==> src/rtl/decode_stage.sv <==
// RV32I/RV32E decode stage: instruction decode, register file with optional
// write-to-read bypass, and the D->E pipeline register with stall/flush.
module decode_stage #(
    parameter int XLEN   = 32,
    parameter int NREG   = 32,
    parameter int BYPASS = 1
) (
    input  logic            clk,
    input  logic            rst,
    input  logic [31:0]     instr_d,
    input  logic [XLEN-1:0] pc_d,
    input  logic [XLEN-1:0] pc_plus4_d,
    input  logic            valid_d,
    input  logic            stall_e,
    input  logic            flush_e,
    input  logic            we3,
    input  logic [4:0]      a3,
    input  logic [XLEN-1:0] wd3,
    output logic            valid_e,
    output logic            illegal_e,
    output logic            reg_write_e,
    output logic            mem_write_e,
    output logic            jump_e,
    output logic            branch_e,
    output logic            alu_src_e,
    output logic [1:0]      result_src_e,
    output logic [2:0]      alu_control_e,
    output logic [XLEN-1:0] rd1_e,
    output logic [XLEN-1:0] rd2_e,
    output logic [XLEN-1:0] imm_ext_e,
    output logic [XLEN-1:0] pc_e,
    output logic [XLEN-1:0] pc_plus4_e,
    output logic [4:0]      rs1_e,
    output logic [4:0]      rs2_e,
    output logic [4:0]      rd_e
);

    localparam bit RV32E = (NREG == 16);
    localparam int AW    = RV32E ? 4 : 5;

    localparam logic [6:0] OP_LW  = 7'b0000011;
    localparam logic [6:0] OP_SW  = 7'b0100011;
    localparam logic [6:0] OP_R   = 7'b0110011;
    localparam logic [6:0] OP_I   = 7'b0010011;
    localparam logic [6:0] OP_BEQ = 7'b1100011;
    localparam logic [6:0] OP_JAL = 7'b1101111;
    localparam logic [6:0] OP_LUI = 7'b0110111;

    localparam logic [2:0] ALU_ADD = 3'b000;
    localparam logic [2:0] ALU_SUB = 3'b001;
    localparam logic [2:0] ALU_AND = 3'b010;
    localparam logic [2:0] ALU_OR  = 3'b011;
    localparam logic [2:0] ALU_SLT = 3'b101;

    // ------------------------------------------------------------------
    // Register file
    // ------------------------------------------------------------------
    logic [XLEN-1:0] regs_q [NREG];
    logic            rf_we;

    assign rf_we = we3 && (a3 != 5'd0) && !(RV32E && a3[4]);

    always_ff @(posedge clk) begin
        if (rst) begin
            for (int i = 0; i < NREG; i++) begin
                regs_q[i] <= '0;
            end
        end else if (rf_we) begin
            regs_q[a3[AW-1:0]] <= wd3;
        end
    end

    // Indices outside the RV32E file read as zero; such instructions are flagged illegal.
    function automatic logic [XLEN-1:0] rf_read(input logic [4:0] idx);
        logic [XLEN-1:0] v;
        v = '0;
        if (idx != 5'd0 && !(RV32E && idx[4])) begin
            if (BYPASS != 0 && we3 && idx == a3) begin
                v = wd3;
            end else begin
                v = regs_q[idx[AW-1:0]];
            end
        end
        return v;
    endfunction

    function automatic logic [XLEN-1:0] sext32(input logic [31:0] v);
        logic signed [31:0] s;
        s = v;
        return XLEN'(s);
    endfunction

    // ------------------------------------------------------------------
    // Decode
    // ------------------------------------------------------------------
    logic [6:0] op;
    logic [2:0] funct3;
    logic [4:0] rs1_f, rs2_f, rd_f;

    assign op     = instr_d[6:0];
    assign funct3 = instr_d[14:12];
    assign rs1_f  = instr_d[19:15];
    assign rs2_f  = instr_d[24:20];
    assign rd_f   = instr_d[11:7];

    logic [2:0] alu_fn;
    logic       alu_fn_bad;

    always_comb begin
        alu_fn     = ALU_ADD;
        alu_fn_bad = 1'b0;
        unique case (funct3)
            3'b000:  alu_fn = (instr_d[30] && op[5]) ? ALU_SUB : ALU_ADD;
            3'b010:  alu_fn = ALU_SLT;
            3'b110:  alu_fn = ALU_OR;
            3'b111:  alu_fn = ALU_AND;
            default: alu_fn_bad = 1'b1;
        endcase
    end

    logic            reg_write_d, mem_write_d, jump_d, branch_d, alu_src_d;
    logic [1:0]      result_src_d;
    logic [2:0]      alu_control_d;
    logic            illegal_d, bad_instr;
    logic            use_rs1, use_rs2, use_rd, zero_rd1;
    logic [31:0]     imm32;
    logic [XLEN-1:0] imm_ext_d, rd1_d, rd2_d;

    always_comb begin
        reg_write_d   = 1'b0;
        mem_write_d   = 1'b0;
        jump_d        = 1'b0;
        branch_d      = 1'b0;
        alu_src_d     = 1'b0;
        result_src_d  = 2'b00;
        alu_control_d = ALU_ADD;
        bad_instr     = 1'b0;
        use_rs1       = 1'b0;
        use_rs2       = 1'b0;
        use_rd        = 1'b0;
        zero_rd1      = 1'b0;
        imm32         = 32'h0;
        case (op)
            OP_LW: begin
                reg_write_d  = 1'b1;
                alu_src_d    = 1'b1;
                result_src_d = 2'b01;
                imm32        = {{20{instr_d[31]}}, instr_d[31:20]};
                use_rs1      = 1'b1;
                use_rd       = 1'b1;
            end
            OP_SW: begin
                mem_write_d = 1'b1;
                alu_src_d   = 1'b1;
                imm32       = {{20{instr_d[31]}}, instr_d[31:25], instr_d[11:7]};
                use_rs1     = 1'b1;
                use_rs2     = 1'b1;
            end
            OP_R: begin
                reg_write_d   = 1'b1;
                alu_control_d = alu_fn;
                bad_instr     = alu_fn_bad;
                use_rs1       = 1'b1;
                use_rs2       = 1'b1;
                use_rd        = 1'b1;
            end
            OP_I: begin
                reg_write_d   = 1'b1;
                alu_src_d     = 1'b1;
                alu_control_d = alu_fn;
                bad_instr     = alu_fn_bad;
                imm32         = {{20{instr_d[31]}}, instr_d[31:20]};
                use_rs1       = 1'b1;
                use_rd        = 1'b1;
            end
            OP_BEQ: begin
                branch_d      = 1'b1;
                alu_control_d = ALU_SUB;
                imm32         = {{19{instr_d[31]}}, instr_d[31], instr_d[7],
                                 instr_d[30:25], instr_d[11:8], 1'b0};
                use_rs1       = 1'b1;
                use_rs2       = 1'b1;
            end
            OP_JAL: begin
                reg_write_d  = 1'b1;
                jump_d       = 1'b1;
                result_src_d = 2'b10;
                imm32        = {{11{instr_d[31]}}, instr_d[31], instr_d[19:12],
                                instr_d[20], instr_d[30:21], 1'b0};
                use_rd       = 1'b1;
            end
            OP_LUI: begin
                reg_write_d = 1'b1;
                alu_src_d   = 1'b1;
                imm32       = {instr_d[31:12], 12'h000};
                use_rd      = 1'b1;
                zero_rd1    = 1'b1;
            end
            default: bad_instr = 1'b1;
        endcase

        if (RV32E && ((use_rs1 && rs1_f[4]) || (use_rs2 && rs2_f[4]) || (use_rd && rd_f[4]))) begin
            bad_instr = 1'b1;
        end

        // Bubbles and illegal instructions must never cause side effects downstream.
        if (bad_instr || !valid_d) begin
            reg_write_d   = 1'b0;
            mem_write_d   = 1'b0;
            jump_d        = 1'b0;
            branch_d      = 1'b0;
            alu_src_d     = 1'b0;
            result_src_d  = 2'b00;
            alu_control_d = ALU_ADD;
        end
        illegal_d = bad_instr && valid_d;

        imm_ext_d = sext32(imm32);
        rd1_d     = zero_rd1 ? '0 : rf_read(rs1_f);
        rd2_d     = rf_read(rs2_f);
    end

    // ------------------------------------------------------------------
    // D->E pipeline register
    // ------------------------------------------------------------------
    logic            valid_q, illegal_q, reg_write_q, mem_write_q, jump_q, branch_q, alu_src_q;
    logic [1:0]      result_src_q;
    logic [2:0]      alu_control_q;
    logic [XLEN-1:0] rd1_q, rd2_q, imm_ext_q, pc_q, pc_plus4_q;
    logic [4:0]      rs1_q, rs2_q, rd_q;

    // Flush clears only validity and controls; data fields simply hold.
    always_ff @(posedge clk) begin
        if (rst) begin
            valid_q       <= 1'b0;
            illegal_q     <= 1'b0;
            reg_write_q   <= 1'b0;
            mem_write_q   <= 1'b0;
            jump_q        <= 1'b0;
            branch_q      <= 1'b0;
            alu_src_q     <= 1'b0;
            result_src_q  <= 2'b00;
            alu_control_q <= 3'b000;
            rd1_q         <= '0;
            rd2_q         <= '0;
            imm_ext_q     <= '0;
            pc_q          <= '0;
            pc_plus4_q    <= '0;
            rs1_q         <= 5'd0;
            rs2_q         <= 5'd0;
            rd_q          <= 5'd0;
        end else if (flush_e) begin
            valid_q       <= 1'b0;
            illegal_q     <= 1'b0;
            reg_write_q   <= 1'b0;
            mem_write_q   <= 1'b0;
            jump_q        <= 1'b0;
            branch_q      <= 1'b0;
            alu_src_q     <= 1'b0;
            result_src_q  <= 2'b00;
            alu_control_q <= 3'b000;
        end else if (!stall_e) begin
            valid_q       <= valid_d;
            illegal_q     <= illegal_d;
            reg_write_q   <= reg_write_d;
            mem_write_q   <= mem_write_d;
            jump_q        <= jump_d;
            branch_q      <= branch_d;
            alu_src_q     <= alu_src_d;
            result_src_q  <= result_src_d;
            alu_control_q <= alu_control_d;
            rd1_q         <= rd1_d;
            rd2_q         <= rd2_d;
            imm_ext_q     <= imm_ext_d;
            pc_q          <= pc_d;
            pc_plus4_q    <= pc_plus4_d;
            rs1_q         <= rs1_f;
            rs2_q         <= rs2_f;
            rd_q          <= rd_f;
        end
    end

    assign valid_e       = valid_q;
    assign illegal_e     = illegal_q;
    assign reg_write_e   = reg_write_q;
    assign mem_write_e   = mem_write_q;
    assign jump_e        = jump_q;
    assign branch_e      = branch_q;
    assign alu_src_e     = alu_src_q;
    assign result_src_e  = result_src_q;
    assign alu_control_e = alu_control_q;
    assign rd1_e         = rd1_q;
    assign rd2_e         = rd2_q;
    assign imm_ext_e     = imm_ext_q;
    assign pc_e          = pc_q;
    assign pc_plus4_e    = pc_plus4_q;
    assign rs1_e         = rs1_q;
    assign rs2_e         = rs2_q;
    assign rd_e          = rd_q;

endmodule

==> config.mk <==
export PLATFORM = sky130hd
export DESIGN_NAME = decode_stage
export DESIGN_NICKNAME = d
export VERILOG_FILES = /design/src/rtl/decode_stage.sv
export SDC_FILE = /design/constraint.sdc
export NUM_CORES = 2
export LEC_CHECK = 0
export BUFFER_PORTS_ARGS = -buffer_cell sky130_fd_sc_hd__buf_2
export CAP_MARGIN = 20
export CORE_UTILIZATION = 40
export DETAILED_ROUTE_END_ITERATION = 6
export PLACE_DENSITY = 0.64
export SLEW_MARGIN = 30
export SYNTH_ARGS = -nofsm -noshare
export SYNTH_HDL_FRONTEND = slang
export SYNTH_SLANG_ARGS = --single-unit
==> constraint.sdc <==
create_clock -name clk -period 3.65 [get_ports clk]
set_input_delay 0.5475 -clock clk [delete_from_list [all_inputs] [get_ports clk]]
set_output_delay 0.5475 -clock clk [all_outputs]
set_load 0.01 [all_outputs]
==> results.toml <==
[drt]
wire_per_inst_um = 30.2
vias_per_cell = 6.08
dr.pass1.iters = 7
vias = 41700
ant_nets = 0
first_iter_violations = 5533
drc = 15
drt-total-wl_mm = 208

[clock_network]
clk-insertion-delay-late_ps = 770
post_cts_buffers = 0
path_clk_slew_ps = 60
clock_path_buffers = 3
h-tree-depth = 4
clkSinkCount = 1210
cts_hold_buf = 41
tritoncts = "done"
cts_resized = 0
cts_root_buf = "clkbuf_16"
cts_buffers = 134

[worst_hold_path]
hold_end = "imm_ext_e[7]"
hold_path_depth = 3
hold_start = "instr_d[27]"
hold_class = "primary input to flop"

[pwr]
p_leak_nw = 25.2
power_density_nw_per_um2 = 472
peakVddDrop_mv = 0.448

[place]
place_hpwl_mm = 129
place_area_um2 = 66700
io_buffer_count = 325
gp_congestion = 0.901

[timing]
period_share = 0.648
timing_hold_violations_final = 0
grt_setup_unrepaired = "no"
tightest_slew_ps = 1060
drv_slew = 0
post-route-min-period_ps = 2360
fin_skew_ps = 34.0
tns_ps = 0
setup_viol = 0
fmax_mhz = 423
maxSlewHeadroom = 0.289

[status]
outcome = "finished with violations"
violations = "design-rule violations"

[critical_path]
critPathArrivalTime_ps = 2980
crit_path_end_kind = "flop"
crit_path_frequent_cell = "a211oi_1"
startpoint_type = "flop"
crit_chain = "mux4_2 > nor2b_1 > a211oi_1 > a21oi_1 > a222oi_1 > a211oi_1"
critPathKind = "flop to flop"
slowest_stage = "a211oi_1"
reg2reg_slack_ps = 1290
r2r_start = "regs_q[0][14]"
r2r_cells = 6
crit_required_ps = 4270
critical-path-max-stage-delay_ps = 640
critPathMaxFanout = 2
reg2reg_to = "rd2_e[14]"

[yosys]
synthCells = 4452
yosysSeqAreaShare = 0.557
yosysWarningCount = 0
ys_types = 47
synth_edf_count = 1024
syn_area_per_cell_um2 = 13.9
synth_area_um2 = 61900
synthFlopType = "edfxtp_1"
async_flop_share = 0
yosys_register_bits = 1210

[floorplanning]
rows = 144
core_area_um2 = 154000
fp.dieArea_um2 = 156000
die_x_um = 395
initial_core_util = 0.402
boundaryPins = 326
die_height_um = 395

[grt]
grt_pass1_wl_mm = 294
gr-usage-all-layers = 0.261
grt_max_degree = 95
grt_overflow = 0
grt_antenna_before_repair = 24
grt_pass1_vias = 41000

[final_layout]
finalNetCount = 4852
syn2layout_area_growth_pct = 15.4
finalInstanceArea_um2 = 71500
drive_above_1_share = 0.274

[flow_run]
cap_violations = 0
## sequential cells by signal, summed over array words and instances, names as in the netlist
name	cells
regs_q	1024
imm_ext_e	32
pc_e	32
pc_plus4_e	32
rd1_e	32
rd2_e	32
rd_e	5
rs1_e	5
rs2_e	5
alu_control_e	3
alu_src_e	1
branch_e	1
illegal_e	1
jump_e	1
mem_write_e	1
reg_write_e	1
result_src_e	1
valid_e	1
## where the power goes
part | total [W] | switching, W | internal (W) | leakage (nW)
Sequential | 0.0161 | 0.000410 | 0.0157 | 11.3
Clock | 0.0137 | 0.00572 | 0.00795 | 2.15
Combinational | 0.00396 | 0.00226 | 0.00169 | 11.8
Total | 0.0337 | 0.00839 | 0.0253 | 25.2
## per-stage QoR
step                      power (W)  hold WS [ps]  utilization  worst slack [ps]  std cells
final                        0.0337          41.1        0.464              1290       6869
after global routing         0.0346          11.8        0.464              1260       6864
after CTS                    0.0338          1.76        0.464              1290       6861
after detailed placement     0.0203           444        0.433               547       6580
after global placement       0.0202           436        0.433               545       6580
after floorplan              0.0186           476            -              1100       4483
## critical path, delay by kind of cell, from the launching register on
family | cells | cell delay (ps)
mux | 1 | 480
compound gates | 4 | 1200
simple gates | 1 | 140
flops | 1 | 400
## kinds of logic after synthesis
family          after synthesis  share of synthesized area
simple gates               1568                      0.142
mux                         608                      0.202
compound gates              575                     0.0635
buf+inv                     480                     0.0341
flops                      1210                      0.557
other cells                   1                  0.0000606
xor+xnor                     10                    0.00141
## synth_stat cells, drive strengths merged, types with 64 or more instances
master | n | area share
nor2b | 104 | 0.011
mux4 | 512 | 0.19
edfxtp | 1024 | 0.50
a211oi | 129 | 0.016
clkbuf | 336 | 0.020
dfxtp | 186 | 0.060
buf | 142 | 0.014
and2 | 995 | 0.10
nor2 | 67 | 0.0041
nand2 | 338 | 0.020
a22oi | 77 | 0.0093
a21oi | 235 | 0.019
a222oi | 64 | 0.010
mux2i | 96 | 0.016
## final cells by class
class,instances,area (um2)
well taps,2044,2560
repair buffers,572,4330
flip-flops and latches,1210,34500
multi-input cells,2793,25700
fillers,13300,82400
clock inverters,61,581
inverters,2,7.51
clock buffers,179,3790
diodes,8,20.0
## per-layer routing
layer	share of wire	up-vias	global-route usage
met4	0.055	10	0.133
met5	0.00033	-	0
met2	0.47	2623	0.420
met1	0.37	21300	0.330
li1	-	17400	-
met3	0.11	463	0.0606
## how the worst max path moves through the flow
| stage | start | endpoint |
|---|---|---|
| final | regs_q[0][14] | rd2_e[14] |
| after global routing | instr_d[20] | rd2_e[15] |
| after CTS | regs_q[5][14] | rd2_e[14] |
| after detailed placement | instr_d[20] | rd2_e[29] |
| after global placement | instr_d[20] | rd2_e[29] |
| after floorplan | a3[3] | regs_q[4][0] |
## cells in the final DEF, fill, tap and decap left out, drive strengths merged, types with 4 or more instances in the layout
master	count
a21oi	235
a211oi	129
and2	995
a222oi	64
xnor2	4
bufinv	9
mux4	512
a21o	20
dfxtp	186
clkinv	47
nand2	338
mux2i	96
or2	34
inv	6
buf	530
diode	8
edfxtp	1024
conb	32
nor2b	104
a22oi	77
o21ai	5
a221oi	36
nand3b	7
nor3	8
nor2	67
dlygate4sd3	41
clkbuf	180
xor2	6
(Power assumes the default switching activity.)
